[config.mk]
export PLATFORM = sky130hd
export DESIGN_NAME = mdu_iter
export DESIGN_NICKNAME = d
export VERILOG_FILES = /design/src/rtl/mdu_iter.sv
export SDC_FILE = /design/constraint.sdc
export NUM_CORES = 1
export LEC_CHECK = 0
export BUFFER_PORTS_ARGS = -buffer_cell sky130_fd_sc_hd__buf_4
export CELL_PAD_IN_SITES_DETAIL_PLACEMENT = 1
export CELL_PAD_IN_SITES_GLOBAL_PLACEMENT = 2
export CORE_MARGIN = 10
export CORE_UTILIZATION = 34
export CTS_CLUSTER_SIZE = 30
export DETAILED_ROUTE_END_ITERATION = 10
export MAX_ROUTING_LAYER = met4
export PLACE_DENSITY_LB_ADDON = 0.1
export REMOVE_ABC_BUFFERS = 1
export SETUP_SLACK_MARGIN = 0.15
export SYNTH_ARGS = -nofsm -noshare
export SYNTH_HDL_FRONTEND = slang
export SYNTH_SLANG_ARGS = --single-unit
[constraint.sdc]
create_clock -name clk_i -period 5 [get_ports clk_i]
set_input_delay 0 -clock clk_i [delete_from_list [all_inputs] [get_ports clk_i]]
set_output_delay 0 -clock clk_i [all_outputs]
set_load 0.02 [all_outputs]
[src/rtl/mdu_iter.sv]
// Iterative multiply/divide unit with HI/LO ownership: radix-2 shift-add multiply,
// restoring divide, MADD/MSUB accumulation, start/busy/done handshake and flush cancel.
module mdu_iter #(
    parameter int unsigned WIDTH = 32
) (
    input  logic             clk_i,
    input  logic             rst_ni,
    input  logic [3:0]       op_i,
    input  logic [WIDTH-1:0] operand_a_i,
    input  logic [WIDTH-1:0] operand_b_i,
    input  logic             cancel_i,
    output logic             busy_o,
    output logic             done_o,
    output logic [WIDTH-1:0] hi_o,
    output logic [WIDTH-1:0] lo_o
);
    localparam int unsigned W2 = 2 * WIDTH;
    localparam int unsigned CW = $clog2(WIDTH);

    localparam logic [3:0] OP_MULT  = 4'd1;
    localparam logic [3:0] OP_MULTU = 4'd2;
    localparam logic [3:0] OP_DIV   = 4'd3;
    localparam logic [3:0] OP_DIVU  = 4'd4;
    localparam logic [3:0] OP_MADD  = 4'd5;
    localparam logic [3:0] OP_MADDU = 4'd6;
    localparam logic [3:0] OP_MSUB  = 4'd7;
    localparam logic [3:0] OP_MSUBU = 4'd8;
    localparam logic [3:0] OP_MTHI  = 4'd9;
    localparam logic [3:0] OP_MTLO  = 4'd10;

    typedef enum logic [1:0] {S_IDLE = 2'd0, S_CALC = 2'd1, S_FIX = 2'd2} state_e;
    typedef enum logic [1:0] {K_MUL = 2'd0, K_DIV = 2'd1, K_DZ = 2'd2} kind_e;

    state_e            state_q, state_d;
    kind_e             kind_q, kind_d;
    logic [CW-1:0]     cnt_q, cnt_d;
    logic [WIDTH-1:0]  opnd_q, opnd_d;
    logic [W2-1:0]     acc_q, acc_d;
    logic [W2-1:0]     snap_q, snap_d;
    logic              neg_q, neg_d;
    logic              rneg_q, rneg_d;
    logic              add_q, add_d;
    logic              sub_q, sub_d;
    logic              busy_q, busy_d;
    logic              done_q, done_d;
    logic [WIDTH-1:0]  hi_q, hi_d;
    logic [WIDTH-1:0]  lo_q, lo_d;

    logic              is_mul, is_div, is_signed, sign_a, sign_b;
    logic [WIDTH-1:0]  mag_a, mag_b;
    logic [WIDTH:0]    mul_sum, div_trial;
    logic              div_ok;
    logic [W2-1:0]     mul_next, div_next, prod, res;
    logic [WIDTH-1:0]  quo, rem;

    // Operand decode and magnitude extraction at start
    always_comb begin
        is_mul    = op_i inside {OP_MULT, OP_MULTU, OP_MADD, OP_MADDU, OP_MSUB, OP_MSUBU};
        is_div    = op_i inside {OP_DIV, OP_DIVU};
        is_signed = op_i inside {OP_MULT, OP_DIV, OP_MADD, OP_MSUB};
        sign_a    = is_signed & operand_a_i[WIDTH-1];
        sign_b    = is_signed & operand_b_i[WIDTH-1];
        mag_a     = sign_a ? (~operand_a_i + WIDTH'(1)) : operand_a_i;
        mag_b     = sign_b ? (~operand_b_i + WIDTH'(1)) : operand_b_i;
    end

    // acc holds {partial, multiplier} for multiply and {remainder, dividend/quotient} for divide
    always_comb begin
        mul_sum   = {1'b0, acc_q[W2-1:WIDTH]} + (acc_q[0] ? {1'b0, opnd_q} : '0);
        mul_next  = {mul_sum, acc_q[WIDTH-1:1]};
        div_trial = {acc_q[W2-1:WIDTH], acc_q[WIDTH-1]} - {1'b0, opnd_q};
        div_ok    = ~div_trial[WIDTH];
        div_next  = {(div_ok ? div_trial[WIDTH-1:0] : {acc_q[W2-2:WIDTH], acc_q[WIDTH-1]}),
                     acc_q[WIDTH-2:0], div_ok};
        prod      = neg_q ? (~acc_q + W2'(1)) : acc_q;
        quo       = neg_q ? (~acc_q[WIDTH-1:0] + WIDTH'(1)) : acc_q[WIDTH-1:0];
        rem       = rneg_q ? (~acc_q[W2-1:WIDTH] + WIDTH'(1)) : acc_q[W2-1:WIDTH];
        unique case (kind_q)
            K_MUL: begin
                if (add_q)      res = snap_q + prod;
                else if (sub_q) res = snap_q - prod;
                else            res = prod;
            end
            K_DIV:   res = {rem, quo};
            default: res = acc_q;
        endcase
    end

    always_ff @(posedge clk_i or negedge rst_ni) begin
        if (!rst_ni) begin
            state_q <= S_IDLE;
            kind_q  <= K_MUL;
            cnt_q   <= '0;
            opnd_q  <= '0;
            acc_q   <= '0;
            snap_q  <= '0;
            neg_q   <= 1'b0;
            rneg_q  <= 1'b0;
            add_q   <= 1'b0;
            sub_q   <= 1'b0;
            busy_q  <= 1'b0;
            done_q  <= 1'b0;
            hi_q    <= '0;
            lo_q    <= '0;
        end else begin
            state_q <= state_d;
            kind_q  <= kind_d;
            cnt_q   <= cnt_d;
            opnd_q  <= opnd_d;
            acc_q   <= acc_d;
            snap_q  <= snap_d;
            neg_q   <= neg_d;
            rneg_q  <= rneg_d;
            add_q   <= add_d;
            sub_q   <= sub_d;
            busy_q  <= busy_d;
            done_q  <= done_d;
            hi_q    <= hi_d;
            lo_q    <= lo_d;
        end
    end

    // Next-state: start/capture in IDLE, one bit per CALC cycle, commit in FIX
    always_comb begin
        state_d = state_q;
        kind_d  = kind_q;
        cnt_d   = cnt_q;
        opnd_d  = opnd_q;
        acc_d   = acc_q;
        snap_d  = snap_q;
        neg_d   = neg_q;
        rneg_d  = rneg_q;
        add_d   = add_q;
        sub_d   = sub_q;
        done_d  = 1'b0;
        hi_d    = hi_q;
        lo_d    = lo_q;
        unique case (state_q)
            S_IDLE: begin
                if (!cancel_i) begin
                    if (is_mul || is_div) begin
                        neg_d  = sign_a ^ sign_b;
                        rneg_d = sign_a;
                        add_d  = op_i inside {OP_MADD, OP_MADDU};
                        sub_d  = op_i inside {OP_MSUB, OP_MSUBU};
                        snap_d = {hi_q, lo_q};
                        cnt_d  = CW'(WIDTH - 1);
                        if (is_div && operand_b_i == '0) begin
                            kind_d  = K_DZ;
                            acc_d   = {operand_a_i, {WIDTH{1'b1}}};
                            state_d = S_FIX;
                        end else if (is_mul) begin
                            kind_d  = K_MUL;
                            acc_d   = {{WIDTH{1'b0}}, mag_b};
                            opnd_d  = mag_a;
                            state_d = S_CALC;
                        end else begin
                            kind_d  = K_DIV;
                            acc_d   = {{WIDTH{1'b0}}, mag_a};
                            opnd_d  = mag_b;
                            state_d = S_CALC;
                        end
                    end else if (op_i == OP_MTHI) begin
                        hi_d = operand_a_i;
                    end else if (op_i == OP_MTLO) begin
                        lo_d = operand_a_i;
                    end
                end
            end
            S_CALC: begin
                if (cancel_i) begin
                    state_d = S_IDLE;
                end else begin
                    acc_d = (kind_q == K_MUL) ? mul_next : div_next;
                    if (cnt_q == '0) state_d = S_FIX;
                    else             cnt_d   = cnt_q - CW'(1);
                end
            end
            S_FIX: begin
                state_d = S_IDLE;
                if (!cancel_i) begin
                    hi_d   = res[W2-1:WIDTH];
                    lo_d   = res[WIDTH-1:0];
                    done_d = 1'b1;
                end
            end
            default: state_d = S_IDLE;
        endcase
        busy_d = (state_d != S_IDLE);
    end

    assign busy_o = busy_q;
    assign done_o = done_q;
    assign hi_o   = hi_q;
    assign lo_o   = lo_q;

endmodule

[Word level (Yosys, flattened, before mapping)]
Index checks and enable logic that the tools add are counted.
Operators by class
  mux-type cells: 44
  bitwise gates (word level): 11
  add/subtract/negate cells: 10
  equal/unequal tests: 22
  reductions and logical operators: 20
Operator list (count)
  32-bit 2-to-1 mux: 17
  64-bit 2-to-1 mux: 8
  64-bit one-hot mux with 2 select lines: 2
  32-bit by 1-bit adder with 32-bit output (second input constant): 4
  32-bit inverter: 4
  32-bit one-hot mux with 2 select lines: 2
  64-bit by 1-bit adder with 64-bit output (second input constant): 1
  64-bit adder: 1
  64-bit inverter: 1
  64-bit subtractor: 1
  32-bit by 32-bit adder with 33-bit output: 1
  33-bit by 32-bit subtractor with 33-bit output: 1
  32-bit zero test: 1
  5-bit 2-to-1 mux: 4
  2-bit inequality test (second input constant): 9
  4-bit by 3-bit == test with 1-bit output (second input constant): 4
  4-bit == test (second input constant): 3
  2-bit 2-to-1 mux: 6
  2-bit nonzero test: 6
  5-bit one-hot mux with 2 select lines: 1
  5-bit AND reduction: 2
  4-bit by 2-bit == test with 1-bit output (second input constant): 2
  4-bit AND reduction: 2
  6-bit AND reduction: 1
  16 further kinds: 23
Word-level totals
  output and inout bits: 66
  input port bits: 71
  register bits: 239
  word-level logic and storage cells: 121

[Longest topological paths before layout]
Gate-level depths: netlist of run 1.
  depth after elaboration: 9
  gate-level depth with buffers: 24

[Worst setup path before layout of run 1]
No wires, ideal clock.
  kind: flip-flop to flip-flop
  start: reg acc_q[0]
  end: reg hi_q[30] (netlist: hi_o[30])
  path slack: -292 ps
  setup time: 126 ps
  clock period less this slack: 5292 ps
  arrival time: 5166 ps
  path buffers: 3
  data required time: 4874 ps
  cell stages (with the launch flop): 23
  path through: dfrtp_1 inv_1 clkbuf_1 ha_1 inv_1 nor4_2 nand4_1 or2_2 buf_2 o31ai_1 xnor2_1 ha_1 clkbuf_1 nand4_1 or4_1 nor4_1 o41ai_1 o21ai_0 nor4b_2 a21oi_1 and3_1 o21ai_0 a21oi_1
Between the ends
  cells in the longest elaborated chain, start to end: 9
RTL lines
  from (decl): RTL line 38  | logic [W2-1:0] acc_q, acc_d;
  from (signal assigned): RTL line 95  | acc_q <= '0;
  from (signal assigned): RTL line 110  | acc_q <= acc_d;
  64-bit inverter: RTL line 75  | prod = neg_q ? (~acc_q + W2'(1)) : acc_q;
  64-bit by 1-bit adder with 64-bit output: RTL line 75
  64-bit 2-to-1 mux (*): RTL line 75
  64-bit subtractor: RTL line 81  | else if (sub_q) res = snap_q - prod;
  64-bit 2-to-1 mux: RTL line 81
  64-bit 2-to-1 mux (*): RTL line 80  | if (add_q) res = snap_q + prod;
  64-bit one-hot mux with 2 select lines (*): RTL line 78  | unique case (kind_q)
  32-bit 2-to-1 mux (*): RTL line 181  | if (!cancel_i) begin
  32-bit one-hot mux with 2 select lines (*): RTL line 138  | unique case (state_q)
  to (signal assigned): RTL line 118  | hi_q <= hi_d;
  to (decl): RTL line 46  | logic [WIDTH-1:0] hi_q, hi_d;
Mark *: on every way between the ends. The rest lies on a longest branch, timed or not. The select of a mux whose other input is x is not followed.
A chain may end at the register's enable or synchronous reset.

[Final worst setup path of run 1]
  start: reg acc_q[5]
  end: reg hi_q[31] (netlist: hi_o[31])
Same word-level chain as after synthesis.

==> results of run 1 <==
-- path summary, 6_finish.rpt --
| kind | start | end | cells past startpoint |
|---|---|---|---|
| setup reg to reg | acc_q[5] | hi_o[31] | 26 |
| max in group asynchronous | rst_ni | hi_o[30] | 4 |
| min in group asynchronous | rst_ni | snap_q[5] | 3 |
| hold / removal | operand_b_i[14] | opnd_q[14] | 4 |
| setup / recovery | acc_q[5] | hi_o[31] | 26 |
| hold reg to reg | opnd_q[28] | opnd_q[28] | 2 |
-- layer usage --
layer | vias to the layer above | wire length (um) | track usage (%)
li1 | 15200 | - | -
met1 | 17260 | 73860 | 46.07
met2 | 1300 | 70940 | 51.37
met3 | 285 | 11690 | 5.537
met4 | 0 | 6047 | 11.38
met5 | - | 0 | -
-- state kept, by name, indices dropped and copies added (netlist names) --
name / flops
done_o: 1
add_q: 1
cnt_q: 5
lo_o: 32
opnd_q: 32
acc_q: 64
neg_q: 1
hi_o: 32
state_q: 2
rneg_q: 1
sub_q: 1
kind_q: 2
busy_o: 1
snap_q: 64
-- synth_stat cells, drive strengths merged, types with 12 or more instances --
library cell / number
nor2: 389
nand2: 388
a21oi: 374
o21ai: 335
dfrtp: 239
clkbuf: 213
ha: 209
inv: 184
xnor2: 168
xor2: 102
nand3: 88
nor3: 73
o31ai: 71
mux2: 69
a211oi: 59
a21o: 57
buf: 48
nor4: 42
or3: 41
a31oi: 38
nand2b: 37
nor2b: 37
o21bai: 36
o211ai: 34
a221oi: 31
mux2i: 30
o22ai: 29
o21a: 28
or4: 24
o41ai: 23
nand4: 22
and3: 21
and2: 19
o221ai: 19
o311ai: 19
or2: 19
a311oi: 13
a22oi: 12
-- power groups by stage --
stage	clock network, W	logic [W]	registers (W)
6_report	0.00297	0.0291	0.00363
5_1_grt	0.00307	0.0307	0.00370
3_5_place_dp	0	0.0244	0.00358
3_3_place_gp	0	0.0239	0.00352
2_1_floorplan	0	0.0118	0.00365
4_1_cts	0.00301	0.0267	0.00358
-- worst max-delay path, cell delays in order (launching register included) --
cell,delay [ns]
dfrtp_1,0.37
or4_4,0.60
nor4_4,0.20
buf_4,0.18
nand4_1,0.22
or2_4,0.34
o41ai_4,0.23
buf_4,0.19
xnor2_4,0.08
ha_4,0.29
buf_6,0.09
nand4_1,0.21
nor4_4,0.34
buf_4,0.17
o211ai_1,0.18
o211ai_1,0.19
a311oi_2,0.06
buf_4,0.19
nor3_4,0.16
buf_6,0.12
a311oi_2,0.10
buf_4,0.20
o311ai_4,0.31
buf_4,0.19
xnor2_2,0.10
nor2_1,0.06
o22ai_1,0.17
-- stage by stage --
stage / power [W] / util (%)
finish: 0.03566 / 49.75
global route: 0.03753 / 49.74
CTS: 0.03333 / 48.12
detailed placement: 0.02796 / 43.08
global placement: 0.02742 / 43.08
floorplan: 0.01542 / -
-- final cells by class --
cell class,count,area (sq um)
fillers,9718,40540
multi-input cells,3095,22700
repair buffers,1014,8073
flip-flops and latches,239,5984
well taps,1060,1326
clock buffers,49,1031
inverters,190,713.2
clock inverters,16,286.5
diodes,9,22.52
-- logic make-up (layout without fill, tap and decap cells) --
group	count (synthesis)	count (layout)
flops	239	239
fa+ha+maj	213	213
mux	99	99
compound gates	1285	1285
other cells	0	9
simple gates	1228	1228
buf+inv	451	1269
xor+xnor	270	270
-- what timing repair did --
item | CTS | global route
endpoints found under the hold margin | 147 | 0
pin swaps | 124 | 118
hold buffers | 74 | 0
setup buffers | 43 | 25
gates resized for setup | 348 | 207
setup endpoints to repair | 50 | 51
==> flow_summary.yaml, run 1 <==
outcome:
  status: "finished with violations"
  violations: "negative setup slack"
yosys:
  synth_warnings: 0
  synth_cell_types: 90
  synthAdderAreaFrac_pct: 9.709
  synth_edf_count: 0
  syn_area_sq_um: 27760
  synth_compound_area_share_pct: 29.40
  yosysTopAreaCellShare_pct: 21.55
  synth.area.top_cells: "dfrtp_1 22%, ha_1 9.4%, a21oi_1 6.7%"
  synth_ff_type: "dfrtp_1"
  synth_top_family_by_area: "compound AO/OA/AOI/OAI gates"
  ys_ff_latch: 239
  synth_xor_area_share_pct: 8.600
  async_flop_share_pct: 100.0
  ys_seq_area_share_pct: 21.55
  synth.avg_cell_area_sq_um: 7.334
  synthMuxAreaShare_pct: 3.881
  synth.largest_area_cell: "dfrtp_1"
  netlist_instances: 3785
  synth_simple_gate_area_share_pct: 20.59
power_and_ir_drop:
  clockPowerShare_pct: 8.3
  switchingPower_w: 0.01835
  switching_share_pct: 51.45
  p_int_w: 0.01732
  cellLeakagePower_nw: 17.74
  seq_power_share_pct: 10.2
  power_density_nw_per_um2: 888.6
  ir_drop_v: 0.0003406
  combPwrFrac_pct: 81.5
clock_tree:
  clkLatencyLatePin_ns: 0.60
  cts_tree: "yes"
  cts_made_buffers: 37
  clk_path_buf_depth: 3
  cts-root-buf: "clkbuf_16"
  clk_pin_slew_worst_paths_ns: 0.06
  clock_sinks: 239
  ctsHtreeMaxLevel: 2
route:
  wl_per_cell_um: 28.66
  ant_nets: 0
  routed_via_density: 6.003
  vias: 34050
  drt_iter0_drc: 2915
  wl_um: 162500
  dr.pass1.iters: 5
  drcViolationCount: 0
min_path:
  hp-class: "in -> reg"
cells_and_area:
  final_cells: 5672
  drive_gt1_share_pct: 31.96
  layout_common_cells: "883 x buf_4, 375 x nand2_1, 374 x nor2_1, 327 x a21oi_1, 269 x o21ai_0"
  stdcell_area_sq_um: 40140
  final_common_cell: "buf_4"
  finalNetCount: 4861
  area_delta_synth_final_pct: 44.60
setup_path:
  critPathLaunchType: "flip-flop"
  endpoint_kind: "flip-flop"
  ff2ff_setup_slack_ns: -0.62
  crit_type: "reg -> reg"
  cp.required_ns: 5.52
  cp_max_fo: 4
  cp_data_arrival_time_ns: 6.13
sta:
  hold-worst-slack_ns: 0.05397
  clock.fmax_mhz: 178.0
  tightest_slew_ns: 1.081
  skew_ns: 0.03600
  final.setup.tns_ns: -11.74
  hold_viol: 0
  setup_viol: 39
  rsz0062_at_grt: "yes"
  worst_slack_ns: -0.6173
  maxSlewHeadroom_pct: 27.67
  drv_slew: 0
  period_share_pct: 112.3
  period_needed_ns: 5.617
placement:
  post-place-ws_ns: -1.323
  place_area_sq_um: 34760
  io_buffers: 136
  post-place-cells: 5456
  dpl.hpwl_um: 125800
  routabilityCongestion: 1.009
floorplanning:
  die_w_um: 305.7
  dieHeight_um: 305.7
  core_area_sq_um: 80680
  num_rows: 104
  initial_core_util_pct: 34.41
  dieArea_sq_um: 93470
  ios: 137
flow_run:
  cap_violations: 0
global_routing:
  grt_max_degree: 122
  grtUsageTotal_pct: 34.16
  grt-ovfl-total: 0
  grt_antenna_before_repair: 10
  grt_pass1_wl_um: 237500
  first_global_vias: 35280
Power figures use the tool's default switching activity.
==> inputs of run 2 (changes only) <==
--- a/config.mk
+++ b/config.mk
@@ -5,11 +5,12 @@
 export SDC_FILE = /design/constraint.sdc
 export NUM_CORES = 1
 export LEC_CHECK = 0
+export ABC_AREA = 1
 export BUFFER_PORTS_ARGS = -buffer_cell sky130_fd_sc_hd__buf_4
 export CELL_PAD_IN_SITES_DETAIL_PLACEMENT = 1
 export CELL_PAD_IN_SITES_GLOBAL_PLACEMENT = 2
 export CORE_MARGIN = 10
-export CORE_UTILIZATION = 34
+export CORE_UTILIZATION = 31
 export CTS_CLUSTER_SIZE = 30
 export DETAILED_ROUTE_END_ITERATION = 10
 export MAX_ROUTING_LAYER = met4
==> run 2 against run 1 <==
  * The flow finishes with violations (negative hold slack)
  * Die area is 27% higher
  * Clock power decreased by 9.4%
  * Utilization decreased by 13 points
  * Critical path type unchanged
  * Highest routed layer unchanged
==> flow_summary.yaml, run 2 <==
global_routing:
  grt_antenna_before_repair: 1
  grt-ovfl-total: 0
  grt_pass1_wl_um: 291900
  first_global_vias: 41210
  grtUsageTotal_pct: 34.72
  grt_max_degree: 113
yosys:
  synthAdderAreaFrac_pct: 8.241
  synth.avg_cell_area_sq_um: 5.670
  synth_xor_area_share_pct: 4.193
  synth_commonest_cells: "1695 x nand2_1, 855 x inv_1, 652 x nor2_1"
  netlist_instances: 5768
  ys_ff_latch: 239
  synth_ff_type: "dfrtp_1"
  synth.area.top_cells: "nand2_1 19%, dfrtp_1 18%, inv_1 9.8%"
  synth_compound_area_share_pct: 19.24
  synth_top_family_by_area: "simple AND/OR/NAND/NOR gates"
  synth.largest_area_cell: "nand2_1"
  syn_area_sq_um: 32710
  synth.most_common_cell: "nand2_1"
  synth_simple_gate_area_share_pct: 37.31
  yosysTopAreaCellShare_pct: 19.45
  async_flop_share_pct: 100.0
  synthMuxAreaShare_pct: 0
  synth_cell_types: 66
  synth_edf_count: 0
  ys_seq_area_share_pct: 18.29
  synth_warnings: 0
min_path:
  hp-class: "in -> async"
flow_run:
  cap_violations: 0
cells_and_area:
  multi_input_area_sq_um: 22980
  layout_common_cells: "1684 x nand2_1, 852 x inv_1, 616 x nor2_1, 430 x a21oi_1, 406 x o21ai_0"
  area_delta_synth_final_pct: 19.32
  final_common_cell: "nand2_1"
  top_regs: "acc_q (64), snap_q (64)"
  drive_gt1_share_pct: 10.66
  seqCellArea_sq_um: 5988
  fillers: 14170
  finalNetCount: 6358
sta:
  drv_slew: 0
  hold-worst-slack_ns: -0.01418
  period_needed_ns: 4.783
  rsz0062_at_grt: "yes"
  final.setup.tns_ns: 0
  setup_viol: 0
  skew_ns: 0.04354
  period_share_pct: 95.67
  hold_viol: 4
  maxSlewHeadroom_pct: 31.33
  clock.fmax_mhz: 209.1
  tightest_slew_ns: 1.026
floorplanning:
  core_area_sq_um: 105000
  dieArea_sq_um: 118900
  die_w_um: 344.8
  num_rows: 119
  dieHeight_um: 344.8
  ios: 137
  initial_core_util_pct: 31.16
power_and_ir_drop:
  cellLeakagePower_nw: 19.66
  finalPower_w: 0.02902
  power_density_nw_per_um2: 743.8
  ir_drop_v: 0.0004161
route:
  vias: 40500
  routed_via_density: 5.405
  drcViolationCount: 0
  drt_iter0_drc: 3137
  wl_um: 206300
  ant_nets: 0
  dr.pass1.iters: 5
  wl_per_cell_um: 27.54
placement:
  routabilityCongestion: 0.9996
  io_buffers: 136
  dpl.hpwl_um: 172500
setup_path:
  crit_start: "acc_q[7]"
  endpoint_kind: "flip-flop"
  cp_data_arrival_time_ns: 5.27
  critPathLaunchType: "flip-flop"
  cp_max_fo: 7
  cp.required_ns: 5.49
  crit_type: "reg -> reg"
  worst_r2r_startpoint: "acc_q[7]"
clock_tree:
  cts-root-buf: "clkbuf_16"
  clkLatencyLatePin_ns: 0.59
  clk_path_buf_depth: 3
  cts_made_buffers: 35
  clock_sinks: 239
  cts_tree: "yes"
  clk_pin_slew_worst_paths_ns: 0.07
  ctsHtreeMaxLevel: 2
outcome:
  violations: "negative hold slack"
  status: "finished with violations"
-- run 2: cell types whose count changed in the layout (fill, tap and decap cells not counted), sizes merged, moves of 41 or more --
cell    before   now
a211oi      59     1
a21boi       9    52
a21o        57    13
a21oi      374   437
buf        941   412
inv        185   873
mux2        69     0
nand2      388  1712
nand3       88   410
nor2       389   674
o21ai      335   432
o31ai       71     4
or3         41     0
xnor2      168    18
-- run 2: worst max-delay path, stage by stage, from the launching register on --
cell,delay (ns)
dfrtp_1,0.45
nor2_1,0.21
nand2_1,0.10
nor2_1,0.22
nand2_1,0.22
nor2_2,0.24
xor2_1,0.17
nand2_1,0.07
o21ai_1,0.24
inv_1,0.18
ha_2,0.45
nand2_1,0.09
inv_1,0.09
nand2_1,0.17
nor3_4,0.24
inv_1,0.07
nor2_1,0.15
nor2_1,0.06
nand2_1,0.26
nand2_1,0.21
nand2_1,0.11
nand2_1,0.05
nand3_1,0.09
nand3b_1,0.19
nand2_1,0.10
nand2_1,0.05
a21oi_1,0.18
-- run 2: logic make-up after synthesis --
logic type      Yosys count
simple gates           2968
xor+xnor                154
compound gates         1118
flops                   239
fa+ha+maj               213
buf+inv                1076
-- run 2: layout make-up --
type / instances / share of cell area [%]
diodes: 2 / 0.01283
clock buffers: 50 / 2.597
clock inverters: 13 / 0.4200
inverters: 878 / 8.478
multi-input cells: 4453 / 58.88
flip-flops and latches: 239 / 15.35
well taps: 1391 / 4.460
repair buffers: 467 / 9.805
-- run 2: final timing paths --
| check | cells after the start | end | slack, ns |
|---|---|---|---|
| worst max register to register | 26 | hi_o[27] | 0.22 |
| worst min register to register | 1 | cnt_q[0] | 0.50 |
| worst min-delay path | 2 | cnt_q[0] | -0.01 |
| max in group asynchronous | 3 | acc_q[33] | 3.56 |
| min in group clk_i | 5 | opnd_q[7] | 0.03 |
| worst max-delay path | 26 | hi_o[27] | 0.22 |
-- run 2: through the flow --
step	util (%)	instance area [sq um]	hold slack, ns	setup slack (ns)	cells
global placement	35.16	36900	0.05456	-0.3699	7370
finish	37.18	39020	-0.01418	0.2165	7493
detailed placement	35.16	36900	0.06051	-0.4132	7370
floorplan	-	31840	-0.2956	-2.588	5570
CTS	36.86	38690	0.002361	0.1534	7488
global route	37.17	39020	0.01328	0.08486	7491
-- run 2: what timing repair did --
| item | in CTS | in global routing |
|---|---|---|
| setup endpoints to repair | 15 | 40 |
| buffers inserted | 0 | 3 |
| hold endpoints to repair | 149 | 0 |
| resized for setup | 15 | 94 |
| hold buffers | 55 | 0 |
| pin swaps | 0 | 4 |
-- run 2: power by group --
group	switching (W)	internal (W)
combinational	0.0157	0.00699
sequential	0.00107	0.00260
clock	0.00112	0.00157
-- run 2: per-layer routing --
metal | global-route usage, % | vias up | wire (um)
li1 | - | 19090 | -
met1 | 43.99 | 19870 | 89940
met2 | 55.21 | 1230 | 93800
met3 | 3.911 | 311 | 11200
met4 | 15.76 | 0 | 11390
met5 | - | - | 0
